==> src/rtl/edge_event_arbiter.sv <==
// Multi-channel edge-event collector: synchronizes level inputs, latches rising/falling
// edges as pending events and serializes them round-robin onto a valid/ready stream.
module edge_event_arbiter #(
    parameter  int CH          = 4,
    parameter  int SYNC_STAGES = 2,
    localparam int CHW         = $clog2(CH)
) (
    input  logic              clk,
    input  logic              rst_n,
    input  logic [CH-1:0]     sig_in,
    input  logic [2*CH-1:0]   edge_mode,
    output logic              evt_valid,
    input  logic              evt_ready,
    output logic [CHW-1:0]    evt_ch,
    output logic              evt_rise,
    output logic [CH-1:0]     ovf,
    input  logic              ovf_clr
);
    typedef enum logic {IDLE, PRESENT} state_t;

    state_t         state, state_n;
    logic [CH-1:0]  sync_q [SYNC_STAGES];
    logic [CH-1:0]  s, prev_q;
    logic [CH-1:0]  rise_det, fall_det, det;
    logic [CH-1:0]  pend_q, type_q, pend_n, type_n, upd, ovf_set, grant_oh;
    logic [CHW-1:0] ptr_q, pick, cand;
    logic           found, any_pend, grant;

    always_ff @(posedge clk or negedge rst_n) begin
        if (!rst_n) begin
            for (int unsigned k = 0; k < SYNC_STAGES; k++) sync_q[k] <= '0;
            prev_q <= '0;
        end else begin
            sync_q[0] <= sig_in;
            for (int unsigned k = 1; k < SYNC_STAGES; k++) sync_q[k] <= sync_q[k-1];
            prev_q <= s;
        end
    end

    assign s = sync_q[SYNC_STAGES-1];

    always_comb begin
        rise_det = '0;
        fall_det = '0;
        for (int unsigned i = 0; i < CH; i++) begin
            rise_det[i] = s[i] & ~prev_q[i] & edge_mode[2*i];
            fall_det[i] = ~s[i] & prev_q[i] & edge_mode[2*i+1];
        end
    end

    assign det      = rise_det | fall_det;
    assign any_pend = |pend_q;

    // First pending channel after the last granted one, wrapping around.
    always_comb begin
        found = 1'b0;
        pick  = '0;
        cand  = '0;
        for (int unsigned k = 1; k <= CH; k++) begin
            cand = CHW'((32'(ptr_q) + k) % CH);
            if (!found && pend_q[cand]) begin
                found = 1'b1;
                pick  = cand;
            end
        end
    end

    assign grant    = any_pend && (state == IDLE || evt_ready);
    assign grant_oh = grant ? (CH'(1) << pick) : '0;

    always_comb begin
        state_n = state;
        case (state)
            IDLE:    if (any_pend) state_n = PRESENT;
            PRESENT: if (evt_ready && !any_pend) state_n = IDLE;
            default: state_n = IDLE;
        endcase
    end

    // A detect on the channel being granted re-arms it with the new type instead of overflowing.
    assign upd     = det & (~pend_q | grant_oh);
    assign pend_n  = (pend_q & ~grant_oh) | det;
    assign type_n  = (type_q & ~upd) | (rise_det & upd);
    assign ovf_set = det & pend_q & ~grant_oh;

    always_ff @(posedge clk or negedge rst_n) begin
        if (!rst_n) begin
            state    <= IDLE;
            ptr_q    <= CHW'(CH - 1);
            pend_q   <= '0;
            type_q   <= '0;
            evt_ch   <= '0;
            evt_rise <= 1'b0;
            ovf      <= '0;
        end else begin
            state  <= state_n;
            pend_q <= pend_n;
            type_q <= type_n;
            ovf    <= (ovf & ~{CH{ovf_clr}}) | ovf_set;
            if (grant) begin
                ptr_q    <= pick;
                evt_ch   <= pick;
                evt_rise <= type_q[pick];
            end
        end
    end

    assign evt_valid = (state == PRESENT);

endmodule

==> config.mk <==
export PLATFORM = sky130hd
export DESIGN_NAME = edge_event_arbiter
export DESIGN_NICKNAME = d
export VERILOG_FILES = /design/src/rtl/edge_event_arbiter.sv
export SDC_FILE = /design/constraint.sdc
export NUM_CORES = 1
export LEC_CHECK = 0
export CAP_MARGIN = 20
export CORE_AREA = 2 2 62 64
export CTS_CLUSTER_DIAMETER = 60
export DETAILED_ROUTE_END_ITERATION = 16
export DIE_AREA = 0 0 64 66
export PLACE_DENSITY = 0.66
export SLEW_MARGIN = 20
export SYNTH_ARGS = -nofsm -noshare
export SYNTH_HDL_FRONTEND = slang
export SYNTH_SLANG_ARGS = --single-unit
==> constraint.sdc <==
create_clock -name clk -period 2 [get_ports clk]
set_input_delay 0.4 -clock clk [delete_from_list [all_inputs] [get_ports clk]]
set_output_delay 0.4 -clock clk [all_outputs]
set_load 0.01 [all_outputs]
==> results.txt, run 1 <==
CTS tree: yes
Antenna Nets Post-Route: 0
CP arrival: 2.12 ns
port bufs: 23
WL final: 2380 µm
clock-pin slew on the worst setup and hold paths: 0.09 ns
CP Capture Type: flip-flop
share of layout cells above drive strength 1: 15.2%
Die X: 64 µm
pwr dens: 1350 nW/µm²
status: finished, final reports clean
Synth cell types: 28
DR DRC count: 0
Synth Warn #: 0
sw frac: 37.0%
crit path cell chain: nor2_2, o22ai_1, or4_1, o21ai_0, o22ai_1
Final setup violation count: 0
crit share post-route: 95.5%
adder-cell area share of the yosys netlist: 0%
M1 GR Usage: 15.5%
post-synthesis sequential area ratio: 60.1%
Worst path slowest cell: or4_1
#FFs+latches synth: 30
total power draw: 2.21 mW
GR Layer Usage met3: 6.47%
CP top delay family: simple AND/OR/NAND/NOR gates
post-route cell area: 1640 µm²
P_int: 1.39 mW
Comb power frac: 40.4%
grt peak-use layer: met2
Post-Syn Instances: 111
TritonRoute pass-1 iters: 3
vias per std cell: 4.80
Core ar.: 3550 µm²
maximum vdd drop: 0.000479 V
Setup crit start kind: flip-flop
layout net count: 160
Initial Util: 35.3%
fill count: 331
MaxCap Viol Count: 0
post-detail-place hpwl: 1770 µm
GR Overflow Total: 0
GRT Util Overall: 12.9%
Mean Syn Cell Area: 11.3 µm²
Worst Path Required: 2.21 ns
Post-DP Area: 1570 µm²
switching pwr: 816 µW
crit-path max cell delay: 0.67 ns
Peak Freq: 0.524 GHz
vias in the first global route: 913
commonest non-fill, non-tap cell in the layout: dfrtp_1
clk sinks: 30
register share of total power: 42.2%
Worst Skew: 0.0117 ns
hold_buf cts: 0
Ant. Diodes: 0
die area: 4220 µm²
RSZ-0062 raised after global routing: yes
grt met2 use: 19.5%
Synth Area in Simple Gates: 13.4%
die height: 66 µm
worst-path maximum fanout: 7
Routed wire per std cell: 12.3 µm
largest net degree at the start of global routing: 31
Clock Latency Late Sink: 0.34 ns
final-report hold violation count: 0
most frequent cells in the layout: 28 x dfrtp_1, 23 x clkdlybuf4s50_1, 17 x nand2_1
min Tclk post-route: 1.91 ns
maximum clock path buffer count: 2
Hold/Removal Path Class: reg2reg
most used cell, CP: o22ai_1
DR iter-0 viols: 45
FP Rows: 22
xor-xnor portion of the synthesized cell area: 0%
Top-Level Pins: 24
Via Count: 927
initial antenna violation count: 0
Max Slew Vio Count: 0
Synth Area in Compound Gates: 20.6%
Mapped Nets: 127
largest family of logic cells by synthesized area: compound AO/OA/AOI/OAI gates
total CTS buffers: 5
crit path buf inv count: 0
Clk pwr share: 17.4%
worst-margin pin slew: 0.565 ns
area grow syn2layout: 30.9%
area of the mapped netlist: 1250 µm²
mux cell area share after synthesis: 2.40%
normalized max-slew margin: 62.1%
LEAKAGE: 0.679 nW
first-pass GRT wire length: 4080 µm
Fin Hold WS: 0.357 ns
H-tree levels: 2
type of the worst setup path: reg2reg
Root Buffer: clkbuf_4
Final GP Congestion: 0.900
synthesized netlist by cell type:
library cell  number  area, µm²
clkbuf_1           1       3.75
o311ai_1           2       17.5
buf_6              1       11.3
o31ai_1            1       7.51
nand3_1            1       5.00
o21ai_1            1       5.00
o211ai_2           2       25.0
nand2b_1           3       18.8
o22a_1             1       8.76
dfstp_2            2       52.6
o41ai_2            1       16.3
o21a_1             8       60.1
buf_2              2       10.0
nand3b_1           5       37.5
a21boi_0           2       15.0
o22ai_1            5       31.3
or4_1              1       7.51
nor2_2             1       6.26
a211oi_1           1       7.51
o21ai_0            5       25.0
inv_1              5       18.8
mux2i_1            3       30.0
nor2_1             6       22.5
nand2_1           17       63.8
o221ai_1           1       8.76
dfrtp_1           28        701
o211ai_1           4       30.0
and2_1             1       6.26
worst register-to-register path: cells and delay by family (launching register included):
family | cells | cell delay (ns)
AOI/OAI and AO/OA | 3 | 0.51
and+or+nand+nor | 2 | 0.82
DFF | 1 | 0.47
cells by family after synthesis:
group,count (synthesis)
compound gates,34
buf+inv,9
flops,30
mux,3
simple gates,35
per-stage QoR:
step	std cells	setup TNS, ns	setup slack (ns)	utilization (%)
3_5_place_dp	185	-1.43	-0.221	44.2
3_3_place_gp	185	-1.14	-0.159	44.2
6_report	193	0	0.0899	46.2
2_1_floorplan	111	0	0.229	-
4_1_cts	193	0	0.0758	46.0
5_1_grt	193	-0.00800	-0.00530	46.2
metal layers:
layer | up-vias | wire (µm)
li1 | 462 | -
met1 | 439 | 1090
met2 | 21 | 1110
met3 | 5 | 145
met4 | 0 | 40
met5 | - | 0
path summary, 6_finish.rpt:
path | startpoint | endpoint | slack, ns | depth (start not counted)
worst max-delay path | pend_q[0]$_DFF_PN0_ | ovf[2]$_DFF_PN0_ | 0.09 | 5
worst min-delay path | sync_q[4]$_DFF_PN0_ | s[0]$_DFF_PN0_ | 0.36 | 0
worst max register to register | pend_q[0]$_DFF_PN0_ | ovf[2]$_DFF_PN0_ | 0.09 | 5
worst min register to register | sync_q[4]$_DFF_PN0_ | s[0]$_DFF_PN0_ | 0.36 | 0
max in group asynchronous | rst_n | ptr_q[0]$_DFFE_PN1N_ | 1.24 | 2
min in group asynchronous | rst_n | prev_q[3]$_DFF_PN0_ | 0.43 | 2
power by group through the flow:
| stage | Combinational, mW | Clock (mW) | Sequential, mW |
|---|---|---|---|
| after CTS | 0.889 | 0.401 | 0.933 |
| after floorplan | 0.598 | 0 | 0.904 |
| after detailed placement | 0.885 | 0 | 0.946 |
| after global placement | 0.858 | 0 | 0.934 |
| after global routing | 0.986 | 0.425 | 0.956 |
| final | 0.892 | 0.384 | 0.930 |
cell type report:
class	instances	area (µm²)	share of cell area, %
flip-flops and latches	30	753	46.0
well taps	48	60.1	3.66
clock buffers	6	51.3	3.13
multi-input cells	72	460	28.1
inverters	5	18.8	1.15
repair buffers	30	283	17.3
clock inverters	2	12.5	0.763
timing repair:
item | 4_1_cts | 5_1_grt
setup buffers | 0 | 0
setup endpoints to repair | 0 | 5
gates resized for setup | 0 | 2
(Power assumes the default switching activity.)
==> run 2: changes to the inputs <==
--- a/config.mk
+++ b/config.mk
@@ -11,6 +11,7 @@
 export DETAILED_ROUTE_END_ITERATION = 16
 export DIE_AREA = 0 0 64 66
 export PLACE_DENSITY = 0.66
+export SKIP_CTS_REPAIR_TIMING = 1
 export SLEW_MARGIN = 20
 export SYNTH_ARGS = -nofsm -noshare
 export SYNTH_HDL_FRONTEND = slang
==> results of run 2 <==
The final DEF is identical to that of run 1; final timing and power are the same.
==> run 3: changes to the inputs <==
==> constraint.sdc (replaced) <==
create_clock -name clk -period 2 [get_ports clk]
set_input_delay 0.2 -clock clk [delete_from_list [all_inputs] [get_ports clk]]
set_output_delay 0.2 -clock clk [all_outputs]
set_load 0.01 [all_outputs]
==> results.txt, run 3 (synthesized netlist as in run 1, its figures left out) <==
H-tree levels: 2
CP arrival: 2.09 ns
type of the worst setup path: reg2reg
largest net degree at the start of global routing: 31
crit path buf inv count: 0
crit share post-route: 93.7%
Core Util, Final: 45.8%
total power draw: 2.21 mW
area grow syn2layout: 30.0%
Worst path slowest cell: dfrtp_1
final-report hold violation count: 0
layout net count: 158
min Tclk post-route: 1.87 ns
crit-path max cell delay: 0.53 ns
Hold/Removal Path Class: in2async
port bufs: 23
MaxCap Viol Count: 0
total CTS buffers: 5
DR iter-0 viols: 52
worst-path maximum fanout: 9
status: finished, final reports clean
vias in the first global route: 956
pwr dens: 1360 nW/µm²
die height: 66 µm
die area: 4220 µm²
Post-DP Area: 1560 µm²
TritonRoute pass-1 iters: 4
maximum vdd drop: 0.000530 V
fill count: 336
clk sinks: 30
Die X: 64 µm
Initial Util: 35.3%
Routed wire per std cell: 12.5 µm
worst-margin pin slew: 0.562 ns
Max Slew Vio Count: 0
Antenna Nets Post-Route: 0
Core ar.: 3550 µm²
LEAKAGE: 0.673 nW
post-route cell area: 1630 µm²
post-detail-place hpwl: 1700 µm
DR DRC count: 0
CP Capture Type: flip-flop
maximum clock path buffer count: 2
Setup crit start kind: flip-flop
Final setup violation count: 0
CTS tree: yes
Worst Path Required: 2.21 ns
Top-Level Pins: 24
share of layout cells above drive strength 1: 14.7%
Clock Latency Late Sink: 0.33 ns
commonest non-fill, non-tap cell in the layout: dfrtp_1
CP top delay family: compound AO/OA/AOI/OAI gates
normalized max-slew margin: 62.3%
Worst Skew: 0.00884 ns
Peak Freq: 0.534 GHz
vias per std cell: 4.95
WL final: 2390 µm
Ant. Diodes: 0
GRT Util Overall: 12.9%
Via Count: 945
initial antenna violation count: 0
crit path cell chain: nor2_1, a21boi_0, o31ai_2, o21a_1, o311ai_1
clock-pin slew on the worst setup and hold paths: 0.09 ns
most frequent cells in the layout: 28 x dfrtp_1, 23 x clkdlybuf4s50_1, 17 x nand2_1
first-pass GRT wire length: 4080 µm
FP Rows: 22
Root Buffer: clkbuf_4
GR Overflow Total: 0
Final GP Congestion: 0.891
==> run 3: changes by cell type in the layout (fill, tap and decap cells not counted), sizes merged <==
cell,delta
clkinvlp,-1
buf,-2
clkbuf,+1
==> run 3: final timing paths <==
kind / slack, ns / end / cells past startpoint / startpoint
setup / recovery: 0.13 / flip-flop / 5 / pend_q[3]$_DFF_PN0_
hold / removal: 0.25 / pend_q[3]$_DFF_PN0_ / 2 / rst_n
setup reg to reg: 0.13 / flip-flop / 5 / pend_q[3]$_DFF_PN0_
hold reg to reg: 0.35 / s[0]$_DFF_PN0_ / 0 / sync_q[4]$_DFF_PN0_
max in group asynchronous: 1.44 / ptr_q[0]$_DFFE_PN1N_ / 2 / rst_n
min in group clk: 0.30 / sync_q[6]$_DFF_PN0_ / 1 / sig_in[2]
==> run 3: cell type report <==
| type | count | area [µm²] | share of cell area [%] |
|---|---|---|---|
| Inverter | 5 | 18.8 | 1.15 |
| Clock inverter | 1 | 5.00 | 0.307 |
| Clock buffer | 7 | 55.1 | 3.38 |
| Tap cell | 48 | 60.1 | 3.69 |
| Timing Repair Buffer | 28 | 268 | 16.4 |
| Sequential cell | 30 | 753 | 46.3 |
| Multi-Input combinational cell | 72 | 468 | 28.7 |
==> run 3: per-stage QoR <==
| step | hold WS [ns] | worst slack [ns] | setup TNS (ns) | cells |
|---|---|---|---|---|
| 2_1_floorplan | -0.0956 | 0.229 | 0 | 111 |
| 3_3_place_gp | 0.332 | 0.0389 | 0 | 183 |
| 3_5_place_dp | 0.335 | -0.0556 | -0.0871 | 183 |
| 4_1_cts | 0.248 | -0.0318 | -0.0318 | 191 |
| 5_1_grt | 0.256 | -0.0220 | -0.0220 | 191 |
| 6_report | 0.246 | 0.126 | 0 | 191 |
==> run 3: metal layers <==
layer,GRT usage [%],vias to the layer above,wire [µm]
met3,5.96,6,151
met5,0,-,0
li1,-,458,-
met1,14.5,450,1030
met2,21.0,31,1180
met4,5.71,0,34
==> run 3: where the power goes <==
part           internal (mW)  switching (mW)
combinational          0.437           0.463
sequential             0.776           0.160
clock                  0.170           0.202
total                   1.38           0.825
==> run 3: worst reg2reg max path: stages, from the launching register on <==
cell	delay, ns
dfrtp_1	0.53
nor2_1	0.17
a21boi_0	0.37
o31ai_2	0.22
o21a_1	0.22
o311ai_1	0.25
==> edit 1 (config.mk and constraints of run 2) <==
Change the parameter `CH` from 4 to 2.
--- a/src/rtl/edge_event_arbiter.sv
+++ b/src/rtl/edge_event_arbiter.sv
@@ -2,5 +2,5 @@
 // edges as pending events and serializes them round-robin onto a valid/ready stream.
 module edge_event_arbiter #(
-    parameter  int CH          = 4,
+    parameter  int CH          = 2,
     parameter  int SYNC_STAGES = 2,
     localparam int CHW         = $clog2(CH)
Ports: changed (resized edge_mode, evt_ch, ovf and sig_in); port bits go from 24 to 15. The function was not compared with the original's and may differ.
==> edit 1 against run 2 <==
  * Die area stayed put
  * Total power down 60%
  * Sequential cell count is 14 lower
  * Routed wire length is 54% lower
  * Final cell count decreased by 38%
  * Design area down 48%
  * Sequential power is 50% lower
  * Synthesized area decreased by 49%
  * Worst setup slack better by 270 ps
  * Critical path depth is 4 lower
  * Highest routed layer is now met3
==> edit 1: results (changes against run 2) <==
routed vias -> 451 (-51%)
post-DP HPWL -> 821 microns (-54%)
layout net count -> 82 (-49%)
htree depth -> 1 (-1)
Largest stage delay, worst path -> 550 ps (-120 ps)
outcome -> completed
Port Buffer Count -> 14 (-39%)
GR Layer Usage met2 -> 0.0820 (-0.113)
Num CTS Buffers -> 3 (-2)
initial antenna violation count -> 0 (unchanged)
Leak -> 0.362 nW (-47%)
worst skew pair latency -> 280 ps (-60 ps)
Worst Path Max Fanout -> 3 (-4)
initial DRC count -> 10 (-78%)
Synth Warn # -> 0 (unchanged)
layout cell share with drive strength beyond 1 -> 0.0986 (-0.0531)
Arr. time, crit path -> 1240 ps (-880 ps)
ANT cells -> 0 (unchanged)
GPL Wtd Cong -> 0.741 (-18%)
HP Class -> reg2reg
Buffers & Inverters on Critical Path -> 1 (+1)
first-pass GRT wire length -> 2.04 mm (-50%)
Cell variety after synth -> 19 (-32%)
Worst IR Drop VDD -> 0.000459 V (-4.3%)
Max clock buf depth -> 2 (unchanged)
drt wl/cell -> 9.18 microns (-26%)
met3 GRT Util -> 0.0341 (-0.0307)
DRT Pass-1 Iters -> 4 (+1)
largest cells by area after synthesis -> dfrtp_1 (59%), a21oi_1 (4.7%), dfstp_2 (4.1%), nand2_1 (3.5%), a21bo_1 (3.1%)
clock root cell -> clkbuf_4
vias in the first global route -> 469 (-49%)
global-route usage over all layers -> 0.0630 (-0.0657)
Clock transition at path regs -> 90 ps (about the same)
Async SR Flop Fraction -> 1.00 (unchanged)
syn nets -> 63 (-50%)
Slowest cell on crit path -> clkdlybuf4s50_1
Top Family by Delay on Critical Path -> buffers and inverters
worst slew pin tran -> 216 ps (-349 ps)
Max Cap Viol -> 0 (unchanged)
Clock Skew -> 0.808 ps (-10.9 ps)
busiest grt layer -> met1
pin count of the biggest net entering global routing -> 17 (-45%)
register area share after synthesis -> 0.632 (+0.0305)
Post-synth top cells -> dfrtp_1 (15), a21oi_1 (6), nand2_1 (6)
met1 GRT Util -> 0.0863 (-0.0687)
[edit 1: changes by cell type in the layout (fill, tap and decap cells not counted), moves of 4 or more]
cell                    run 2  this run
nor2_1                      6         1
clkdlybuf4s50_1            23        14
dfrtp_1                    28        15
nand2_1                    17         6
buf_4                       7         1
o21a_1                      8         0
nand3b_1                    5         0
o211ai_1                    4         0
a21oi_1                     0         6
[edit 1: cell type report]
type / count / area (sq um)
multi-input combinational: 34 / 215
tap: 48 / 60.1
sequential: 16 / 402
fill: 384 / 2690
clock buffer: 4 / 26.3
inverter: 2 / 7.51
timing repair buffer: 15 / 148
[edit 1: metal layers]
layer  vias up  part of all wire
met3         0             0.071
met2        14              0.41
li1        223                 -
met1       214              0.52
met5         -                 0
met4         0                 0
[edit 1: path summary, 6_finish.rpt]
path | startpoint | end | slack [ps] | cells past startpoint
worst max-delay path | evt_valid | evt_valid | 360 | 1
min in group asynchronous | rst_n | sync_q[3] | 420 | 2
worst min register to register | sync_q[2] | s[0] | 360 | 0
max in group asynchronous | rst_n | ptr_q | 1340 | 2
worst max register to register | ptr_q | flop | 750 | 3
worst min-delay path | sync_q[2] | s[0] | 360 | 0
[edit 1: where the power goes]
part	leakage (nW)	internal (mW)	switching, mW
Clock	0.0150	0.0775	0.0976
Sequential	0.187	0.402	0.0612
Combinational	0.160	0.141	0.103
Total	0.362	0.620	0.261
[edit 1: cell families (layout without fill, tap and decap cells)]
| logic type | Yosys count | in the layout | synth area share |
|---|---|---|---|
| buffers and inverters | 3 | 21 | 0.0295 |
| and+or+nand+nor | 17 | 17 | 0.161 |
| DFF | 16 | 16 | 0.632 |
| AOI/OAI and AO/OA | 17 | 17 | 0.177 |
[edit 1: stage by stage]
| step | instances | utilization | instance area (sq um) | worst slack [ps] |
|---|---|---|---|---|
| 5_1_grt | 119 | 0.242 | 858 | 311 |
| 3_3_place_gp | 115 | 0.234 | 832 | 403 |
| 3_5_place_dp | 115 | 0.234 | 832 | 382 |
| 4_1_cts | 119 | 0.242 | 858 | 344 |
| 6_report | 119 | 0.242 | 858 | 359 |
| 2_1_floorplan | 53 | - | 636 | 805 |
==> edit 2 (config.mk and constraints of run 2) <==
Without the edit above. Reset style: synchronous (`rst_n`), changed in 2 clocked blocks.
--- a/src/rtl/edge_event_arbiter.sv
+++ b/src/rtl/edge_event_arbiter.sv
@@ -27,5 +27,5 @@
     logic           found, any_pend, grant;
 
-    always_ff @(posedge clk or negedge rst_n) begin
+    always_ff @(posedge clk) begin
         if (!rst_n) begin
             for (int unsigned k = 0; k < SYNC_STAGES; k++) sync_q[k] <= '0;
@@ -84,5 +84,5 @@
     assign ovf_set = det & pend_q & ~grant_oh;
 
-    always_ff @(posedge clk or negedge rst_n) begin
+    always_ff @(posedge clk) begin
         if (!rst_n) begin
             state    <= IDLE;
Formal check against the unedited RTL: differs if rst_n is asserted again (counterexample within 10 cycles, from zero or initial values and one cycle with rst_n low); with rst_n held inactive, the same outputs for 10 cycles.
==> edit 2 against run 2 <==
  * Global-route usage decreased by 0.94 points
  * Final cell count is 7.3% higher
  * Routed wire length shrank 2.9%
  * Synthesized area rose by 1.2%
  * Design area down 2.0%
  * Hold slack improved by 80 ps
  * Synthesized cell count is 20% higher
  * Worst setup slack improved by 140 ps
  * Sequential cell count stayed put
Power is not compared: it rests on default switching activity, and its combinational part moved more than twofold at a synthesized area within 25%.
==> edit 2: results (changes against run 2) <==
first-pass GRT wire length -> 3.91 mm (-4.2%)
compound-cell area share of the yosys netlist -> 0.192 (-0.0133)
global-route usage over all layers -> 0.119 (-0.00942)
syn nets -> 149 (+17%)
relative slew slack -> 0.709 (+0.0884)
routed vias -> 1002 (+8.1%)
non-filler cells, final -> 207 (+7.3%)
Place WS -> 73.2 ps (+294 ps)
DRT Pass-1 Iters -> 4 (+1)
post-synthesis mux area share -> 0.0158 (-0.00818)
final core utilization -> 0.452 (-0.00916)
Cells after Synth -> 133 (+20%)
DP Cell Count -> 200 (+8.1%)
initial DRC count -> 26 (-42%)
Critical Path Source -> pend_q[1]
largest cells by area after synthesis -> dfxtp_1 (47%), and2_1 (6.9%), nand3b_1 (3.6%), and3b_1 (3.5%), o21ai_0 (2.8%)
Port Buffer Count -> 23 (unchanged)
r2r endpoint -> ovf[2]
Post-synth top flop -> dfxtp_1
register area share after synthesis -> 0.474 (-0.128)
Clock Skew -> 5.44 ps (-6.28 ps)
vias in the first global route -> 959 (+5.0%)
GPL Wtd Cong -> 0.745 (-17%)
Worst Path Max Fanout -> 8 (+1)
Arr. time, crit path -> 1970 ps (-150 ps)
register-to-register setup slack -> 230 ps (+140 ps)
Filler cells -> 345 (+4.2%)
Post-synth top cells -> dfxtp_1 (30), and2_1 (14), nand2_1 (8), nor2_1 (8), o21ai_0 (7)
Cell variety after synth -> 36 (+29%)
Tmin final -> 1770 ps (-139 ps)
worst skew pair latency -> 310 ps (-30 ps)
Async SR Flop Fraction -> 0 (-1.00)
Synth Area in Adders -> 0 (unchanged)
outcome -> completed
final WL -> 2.31 mm (-2.9%)
layout net count -> 175 (+9.4%)
pin count of the biggest net entering global routing -> 39 (+26%)
edit 2: layout make-up:
class | count | area share
multi-input combinational | 97 | 0.400
sequential | 30 | 0.374
timing repair buffer | 25 | 0.160
tap | 48 | 0.0374
clock buffer | 7 | 0.0280
edit 2: worst min path at each step:
stage                            start            to  depth (start not counted)  slack (ps)
after global routing      sync_q[0][0]  sync_q[0][4]                          1         460
after detailed placement  sync_q[0][1]  sync_q[0][5]                          1         420
after floorplan           sync_q[0][0]  sync_q[0][4]                          1         410
final                     sync_q[0][3]  sync_q[0][7]                          1         440
after CTS                 sync_q[0][3]  sync_q[0][7]                          1         440
after global placement    sync_q[0][1]  sync_q[0][5]                          1         410
edit 2: routing by layer:
layer  vias up  track usage  wire [microns]
li1        526            -               -
met1       452        0.135            1090
met2        20        0.204            1090
met3         4       0.0511             120
met4         0       0.0326              17
met5         -            0               0
edit 2: worst max-delay path, stage by stage (launching register included):
cell      delay [ps]
dfxtp_1          380
or2_4            280
a311oi_4         470
nand2_1          170
o21ai_1          250
o21ai_1          110
